### config.mk
export PLATFORM = sky130hd
export DESIGN_NAME = rf_write_arbiter
export DESIGN_NICKNAME = d
export VERILOG_FILES = /design/src/rtl/rf_write_arbiter.sv
export SDC_FILE = /design/constraint.sdc
export NUM_CORES = 1
export LEC_CHECK = 0
export CAP_MARGIN = 40
export CORE_AREA = 2 2 97 99
export DETAILED_ROUTE_END_ITERATION = 7
export DIE_AREA = 0 0 99 101
export PLACE_DENSITY = 0.92
export SETUP_SLACK_MARGIN = 0.2
export SLEW_MARGIN = 20
export SYNTH_ARGS = -nofsm -noshare
export SYNTH_HDL_FRONTEND = slang
export SYNTH_SLANG_ARGS = --single-unit
### constraint.sdc
create_clock -name clk -period 4.81 [get_ports clk]
set_input_delay 0.7215 -clock clk [delete_from_list [all_inputs] [get_ports clk]]
set_output_delay 0.7215 -clock clk [all_outputs]
set_load 0.05 [all_outputs]
### src/rtl/rf_write_arbiter.sv
// Arbitrates the single register-file write port among writeback, load and mul/div,
// and tracks outstanding long-latency destinations in a 32-bit pending scoreboard.
module rf_write_arbiter #(
  parameter int unsigned XLEN    = 32,
  parameter int unsigned RR_INIT = 0
) (
  input  logic            clk,
  input  logic            rst,
  input  logic            wb_valid,
  input  logic [4:0]      wb_rd,
  input  logic [XLEN-1:0] wb_data,
  input  logic            ld_valid,
  output logic            ld_ready,
  input  logic [4:0]      ld_rd,
  input  logic [XLEN-1:0] ld_data,
  input  logic            md_valid,
  output logic            md_ready,
  input  logic [4:0]      md_rd,
  input  logic [XLEN-1:0] md_data,
  input  logic            iss_valid,
  input  logic [4:0]      iss_rd,
  output logic            iss_ready,
  output logic            rf_regwrite,
  output logic [4:0]      rf_rd,
  output logic [XLEN-1:0] rf_wd,
  output logic [1:0]      rf_src,
  output logic [31:0]     pending
);

  typedef enum logic [1:0] {
    SRC_NONE = 2'd0,
    SRC_WB   = 2'd1,
    SRC_LD   = 2'd2,
    SRC_MD   = 2'd3
  } src_e;

  localparam logic RR_RST = (RR_INIT != 0);

  logic            rf_regwrite_q, rf_regwrite_d;
  logic [4:0]      rf_rd_q, rf_rd_d;
  logic [XLEN-1:0] rf_wd_q, rf_wd_d;
  src_e            rf_src_q, rf_src_d;
  logic [31:0]     pending_q, pending_d;
  logic            rr_q, rr_d;

  logic            grant_ld, grant_md;
  logic            ld_hs, md_hs, iss_hs;
  logic            sel_vld;
  logic [4:0]      sel_rd;
  logic [XLEN-1:0] sel_wd;
  src_e            sel_src;

  // wb always wins; between ld and md the round-robin pointer breaks ties
  always_comb begin
    grant_ld  = !wb_valid && ld_valid && (!md_valid || !rr_q);
    grant_md  = !wb_valid && md_valid && (!ld_valid || rr_q);
    ld_ready  = !rst && grant_ld;
    md_ready  = !rst && grant_md;
    ld_hs     = ld_valid && ld_ready;
    md_hs     = md_valid && md_ready;
    iss_ready = !rst && ((iss_rd == 5'd0) || !pending_q[iss_rd]);
    iss_hs    = iss_valid && iss_ready;
  end

  always_comb begin
    sel_vld = 1'b0;
    sel_rd  = '0;
    sel_wd  = '0;
    sel_src = SRC_NONE;
    if (wb_valid) begin
      sel_vld = 1'b1;
      sel_rd  = wb_rd;
      sel_wd  = wb_data;
      sel_src = SRC_WB;
    end else if (ld_hs) begin
      sel_vld = 1'b1;
      sel_rd  = ld_rd;
      sel_wd  = ld_data;
      sel_src = SRC_LD;
    end else if (md_hs) begin
      sel_vld = 1'b1;
      sel_rd  = md_rd;
      sel_wd  = md_data;
      sel_src = SRC_MD;
    end
  end

  // Writes to x0 complete the handshake but never reach the register file
  always_comb begin
    rf_regwrite_d = sel_vld && (sel_rd != 5'd0);
    rf_rd_d       = rf_regwrite_d ? sel_rd : rf_rd_q;
    rf_wd_d       = rf_regwrite_d ? sel_wd : rf_wd_q;
    rf_src_d      = rf_regwrite_d ? sel_src : SRC_NONE;

    rr_d = rr_q;
    if (ld_hs) begin
      rr_d = 1'b1;
    end else if (md_hs) begin
      rr_d = 1'b0;
    end
  end

  // Clear on the register-file commit edge; a same-edge set takes precedence
  always_comb begin
    pending_d = pending_q;
    if (rf_regwrite_q && ((rf_src_q == SRC_LD) || (rf_src_q == SRC_MD))) begin
      pending_d[rf_rd_q] = 1'b0;
    end
    if (iss_hs && (iss_rd != 5'd0)) begin
      pending_d[iss_rd] = 1'b1;
    end
  end

  always_ff @(posedge clk) begin
    if (rst) begin
      rf_regwrite_q <= 1'b0;
      rf_rd_q       <= '0;
      rf_wd_q       <= '0;
      rf_src_q      <= SRC_NONE;
      pending_q     <= '0;
      rr_q          <= RR_RST;
    end else begin
      rf_regwrite_q <= rf_regwrite_d;
      rf_rd_q       <= rf_rd_d;
      rf_wd_q       <= rf_wd_d;
      rf_src_q      <= rf_src_d;
      pending_q     <= pending_d;
      rr_q          <= rr_d;
    end
  end

  assign rf_regwrite = rf_regwrite_q;
  assign rf_rd       = rf_rd_q;
  assign rf_wd       = rf_wd_q;
  assign rf_src      = rf_src_q;
  assign pending     = pending_q;

  // A writeback to a destination still owed by load or mul/div is an issue-stage bug
  a_wb_to_pending: assert property (@(posedge clk) disable iff (rst)
    !(wb_valid && pending_q[wb_rd]));

endmodule

After elaboration in Yosys (flattened, before gate mapping)
Cells that the tools add are included.
W data, S select, Z words.
- multiplexer cells: 22
- order comparisons: 4
- equal/unequal tests: 2
- reduce and logical (&&, ||, !) cells: 31
- bitwise gates (word level): 4
- operators with widths (cell ; number):
    $mux W32 ; 5
    $and A32 B32 Y32 ; 1
    $not A32 Y32 ; 1
    $or A32 B32 Y32 ; 1
    $logic_and A1 B1 Y1 ; 15
    $mux W5 ; 3
    $lt A5 B6 Y1 const B ; 2
    $demux W1 S5 ; 2
    $ge A5 B1 Y1 const B ; 2
    $reduce_bool A5 Y1 ; 2
    $mux W1 ; 9
    $logic_not A1 Y1 ; 6
    $bmux W1 S5 ; 1
    $logic_not A5 Y1 ; 1
    $eq A2 B2 Y1 const B ; 2
    $logic_or A1 B1 Y1 ; 4
    $mux W2 ; 2
    $reduce_or A3 Y1 ; 1
    $reduce_bool A2 Y1 ; 1
    $reduce_or A2 Y1 ; 1
    $not A1 Y1 ; 1
- bits in registers: 73
- input port bits: 122

Depth between registers and ports, before layout
- word-level depth: 12
- mapped depth: 10
- depth with buffers taken out: 6

Least setup slack after synthesis
OpenSTA, ideal clock, no wires.
- kind: input-to-output
- start: input iss_rd[0]
- end: output iss_ready
- path buffers: 2
- stages: 8
- slack: 1491 ps
- data required time: 4089 ps
- arrival time: 2597 ps
- cell sequence: buf_2 > buf_2 > mux2i_1 > o22ai_1 > a22oi_1 > and4_1 > nor2_1 > nor2_1
- longest elaborated chain between the ends: 5
- elaborated cells between the ends (all ways): 6
- classes of those cells: mux: 2; reduce/logical: 4
- ends and longest elaborated chain (element ; line ; text):
    start: declaration ; 21 ; input logic [4:0] iss_rd,
    $bmux W1 S5 ; 61 ; iss_ready = !rst && ((iss_rd == 5'd0) || !pending_q[iss_rd]);
    $mux W1 (not written as such) ; 61 ;
    $logic_not A1 Y1 ; 61 ;
    $logic_or A1 B1 Y1 (*) ; 61 ;
    $logic_and A1 B1 Y1 (*) ; 61 ;
    end: declaration ; 22 ; output logic iss_ready,
Mark *: on every way between the ends. The rest lies on a longest branch, timed or not. The select of a mux whose other input is x is not followed.

Worst setup path after layout
Ends and elaborated chain as after synthesis.

==> flow_results.org <==
** Die
- The initial utilization of the core area, before any placement, comes to 0.422.
- Die W :: 99 um
- In this run the vertical extent of the chip is 101 um.
- Full die area :: 0.0100 mm2
- The floorplan has 35 rows.
- For this design the top-level I/O count stands at 197.
- Area of the core :: 0.00898 mm2

** Detailed routing
- Antenna-violating nets left :: 0
- Vias :: 4,477
- Sum of routed wire length over all layers :: 14,200 um
- Routed vias/inst :: 6.26
- The first detailed-routing pass took 8 iterations.
- After detailed routing, the number of remaining DRC violations is 0.
- Detailed-route wire length per cell :: 19.8 um
- In this run, the number of DRC markers left after iteration 0 of detailed routing was 359.

** Global routing
- The number of global-route vias before repair was 4,310.
- Routing usage on met2 :: 0.462
- Total congestion overflow after global routing :: 0
- First-pass GRT wire length :: 21,500 um
- Across every metal layer, demand over resource in global routing totals 0.271.
- Maximum number of pins on one net before global-route repair :: 110
- For met1 alone, demand over resource in global routing was 0.312.
- Met3 layer usage reported by global route :: 0.0784
- The global routing stage identified its most utilized layer as met2.
- Number of antenna violations at the first check in global routing :: 0

** Yosys
- Counting flops with a built-in enable in the synthesized netlist gives 0.
- For this run, the number of Yosys warnings is 0.
- Post-synthesis async set-or-reset flop share :: 0
- Per-instance average area after synthesis :: 8.85 um2
- Mapped cell area :: 0.00379 mm2
- In this run, distinct cell masters in the synthesized netlist total 39.
- Synthesis inferred 73 register bits.
- Counting every instance in the synthesized netlist gives 428.
- Counting every net in the synthesized netlist gives 550.
- The most used flip-flop cell after synthesis is dfxtp_1.
- Of the synthesized area, sequential elements account for 0.386.

** Placed design
- At the end of routability-driven placement, the weighted congestion stood at 0.925.
- Estimated wirelength of the detail-placed design :: 10,300 um
- In this run the tool buffered the top-level ports with 196 buffer cells.

** STA
- Setup TNS after final layout :: 0 ps
- The count of pins over their slew limit came to 0.
- For the pin with the worst max-slew slack, the measured transition is 592 ps.
- Setup repair after global routing left no endpoint under its margin.
- Total setup violations reported at the end of the flow :: 0
- Endpoints failing hold :: 0
- Dividing the final minimum period by the clock period gives 0.774.
- The clock arrives with 11.9 ps of skew.
- Timing would allow up to 269 MHz.
- Relative slew slack :: 0.604
- Final period demand of the worst path :: 3720 ps

** Clock network
- CTS saw 73 sinks.
- In this run, post-CTS hold repair placed 0 buffers.
- Setup Buffers After CTS :: 0
- Total number of H-tree levels :: 3
- TritonCTS built the clock tree.
- For the worst-skew pair, the clock arrives at the later sink with an insertion delay of 350 ps.
- The longest clock path from root to sink contains 2 buffers.
- Clock transition at the register clock pins on the worst setup and hold paths after CTS :: 80 ps
- TritonCTS buffer count :: 9
- Count of instances resized after the clock tree is built :: 0
- Clk root buf :: clkbuf_8

** Power and ir drop
- Total leakage power :: 2.01 nW
- In this run the power density over the cells is 258 mW/mm2.
- IR drop worst, VDD :: 0.126 mV

** Setup path
- Along the worst path, the maximum fanout reaches 7.
- The largest single stage delay on the critical path is 750 ps.
- Crit path arrival time :: 3000 ps
- STA classifies the critical path endpoint as a primary output.
- Most frequent cell on the critical path :: nor2_1
- Critical-path top delay cell :: clkdlybuf4s50_1
- Endpoint required time on the critical path :: 4090 ps
- Critical Path Source Type :: primary input
- Cell Chain, Critical Path :: clkdlybuf4s50_1 -> mux4_2 -> and4b_1 -> a21oi_1 -> and4_1 -> nor2_1 -> nor2_1 -> buf_4
- Type of the worst setup path :: in -> out

** Cells and area
- The repair_antennas step left the layout with diodes totalling 0.
- Commonest non-fill, non-tap cells in the layout :: 192 x clkdlybuf4s50_1, 73 x dfxtp_1, 48 x o21ai_0
- Final Core Density :: 0.667
- Final nets :: 721
- Fill cells :: 690
- Compared with the post-synthesis result, the final layout area differs by 58.0%.
- Most frequent standard cell in the layout excluding fill and tap cells :: clkdlybuf4s50_1
- Fraction of final layout cells with drive strength greater than 1 :: 0.0546

** Outcome
- Outcome :: completed

** Flow run
- Count of max-cap constraint violations :: 0

** Worst hold path
- The worst hold path belongs to the class reg -> reg.
[flip-flops by register name (all words and copies together), names as in the netlist]
name	cells
pending	32
rf_wd	32
rf_regwrite	1
rf_src	2
rr_q	1
rf_rd	5
[through the flow]
step / power (mW) / hold WS, ps / setup slack (ps) / instance area (um2) / instances
4_1_cts: 1.55 / 489 / 1110 / 5960 / 714
3_5_place_dp: 1.08 / 475 / 892 / 5760 / 698
2_1_floorplan: 0.887 / 453 / 1490 / 3790 / 428
3_3_place_gp: 1.07 / 462 / 1110 / 5760 / 698
6_report: 1.55 / 487 / 1090 / 5990 / 715
5_1_grt: 1.60 / 528 / 954 / 5990 / 715
[critical path: cells and delay by family]
kind                   cells  cell delay (ps)
buffers and inverters      2              950
multiplexers               1              570
AND/OR/NAND/NOR            4              630
AO/OA/AOI/OAI              1              130
[per-layer routing]
| layer | routed length [um] | vias to the layer above |
|---|---|---|
| li1 | - | 2014 |
| met1 | 4930 | 2102 |
| met2 | 6990 | 316 |
| met3 | 1720 | 45 |
| met4 | 545 | 0 |
| met5 | 0 | - |
[cell usage after synthesis (all sizes together), types with 6 or more instances]
cell / number / share of area
mux2i: 14 / 0.037
nand2: 26 / 0.026
nand3: 10 / 0.013
buf: 11 / 0.019
nand3b: 19 / 0.038
clkbuf: 34 / 0.034
nor3: 7 / 0.0092
dfxtp: 73 / 0.39
nor2: 15 / 0.015
nand2b: 6 / 0.0099
o31ai: 32 / 0.063
nor2b: 19 / 0.031
o21ai: 48 / 0.063
a21oi: 7 / 0.0092
a222oi: 33 / 0.087
nand4b: 33 / 0.076
[path summary, 6_finish.rpt]
check	startpoint	endpoint	slack, ps	cells after the start
setup / recovery	iss_rd[0]	iss_ready	1090	8
setup reg to reg	rr_q	rf_wd[15]	2090	8
hold / removal	pending[0]	pending[0]	490	2
hold reg to reg	pending[0]	pending[0]	490	2
[power breakdown]
part / switching, mW / internal, mW
Clock: 0.235 / 0.241
Combinational: 0.227 / 0.187
Sequential: 0.0248 / 0.632
[logic make-up (layout without fill, tap and decap cells)]
family                 count (synthesis)  count (layout)  share of synthesized area
buffers and inverters                 50             226                     0.0581
and+or+nand+nor                      154             154                      0.256
muxes                                 15              15                     0.0429
AOI/OAI and AO/OA                    136             136                      0.258
DFF                                   73              73                      0.386
[area by class of cell]
cell class,count,area (um2),area share
Clock buffer,10,128,0.0213
Clock inverter,6,68.8,0.0115
Inverter,5,18.8,0.00313
Multi-Input combinational cell,305,2110,0.352
Sequential cell,73,1460,0.244
Tap cell,111,139,0.0232
Timing Repair Buffer,205,2060,0.344
Note: power is estimated with default switching activity, not from simulation.
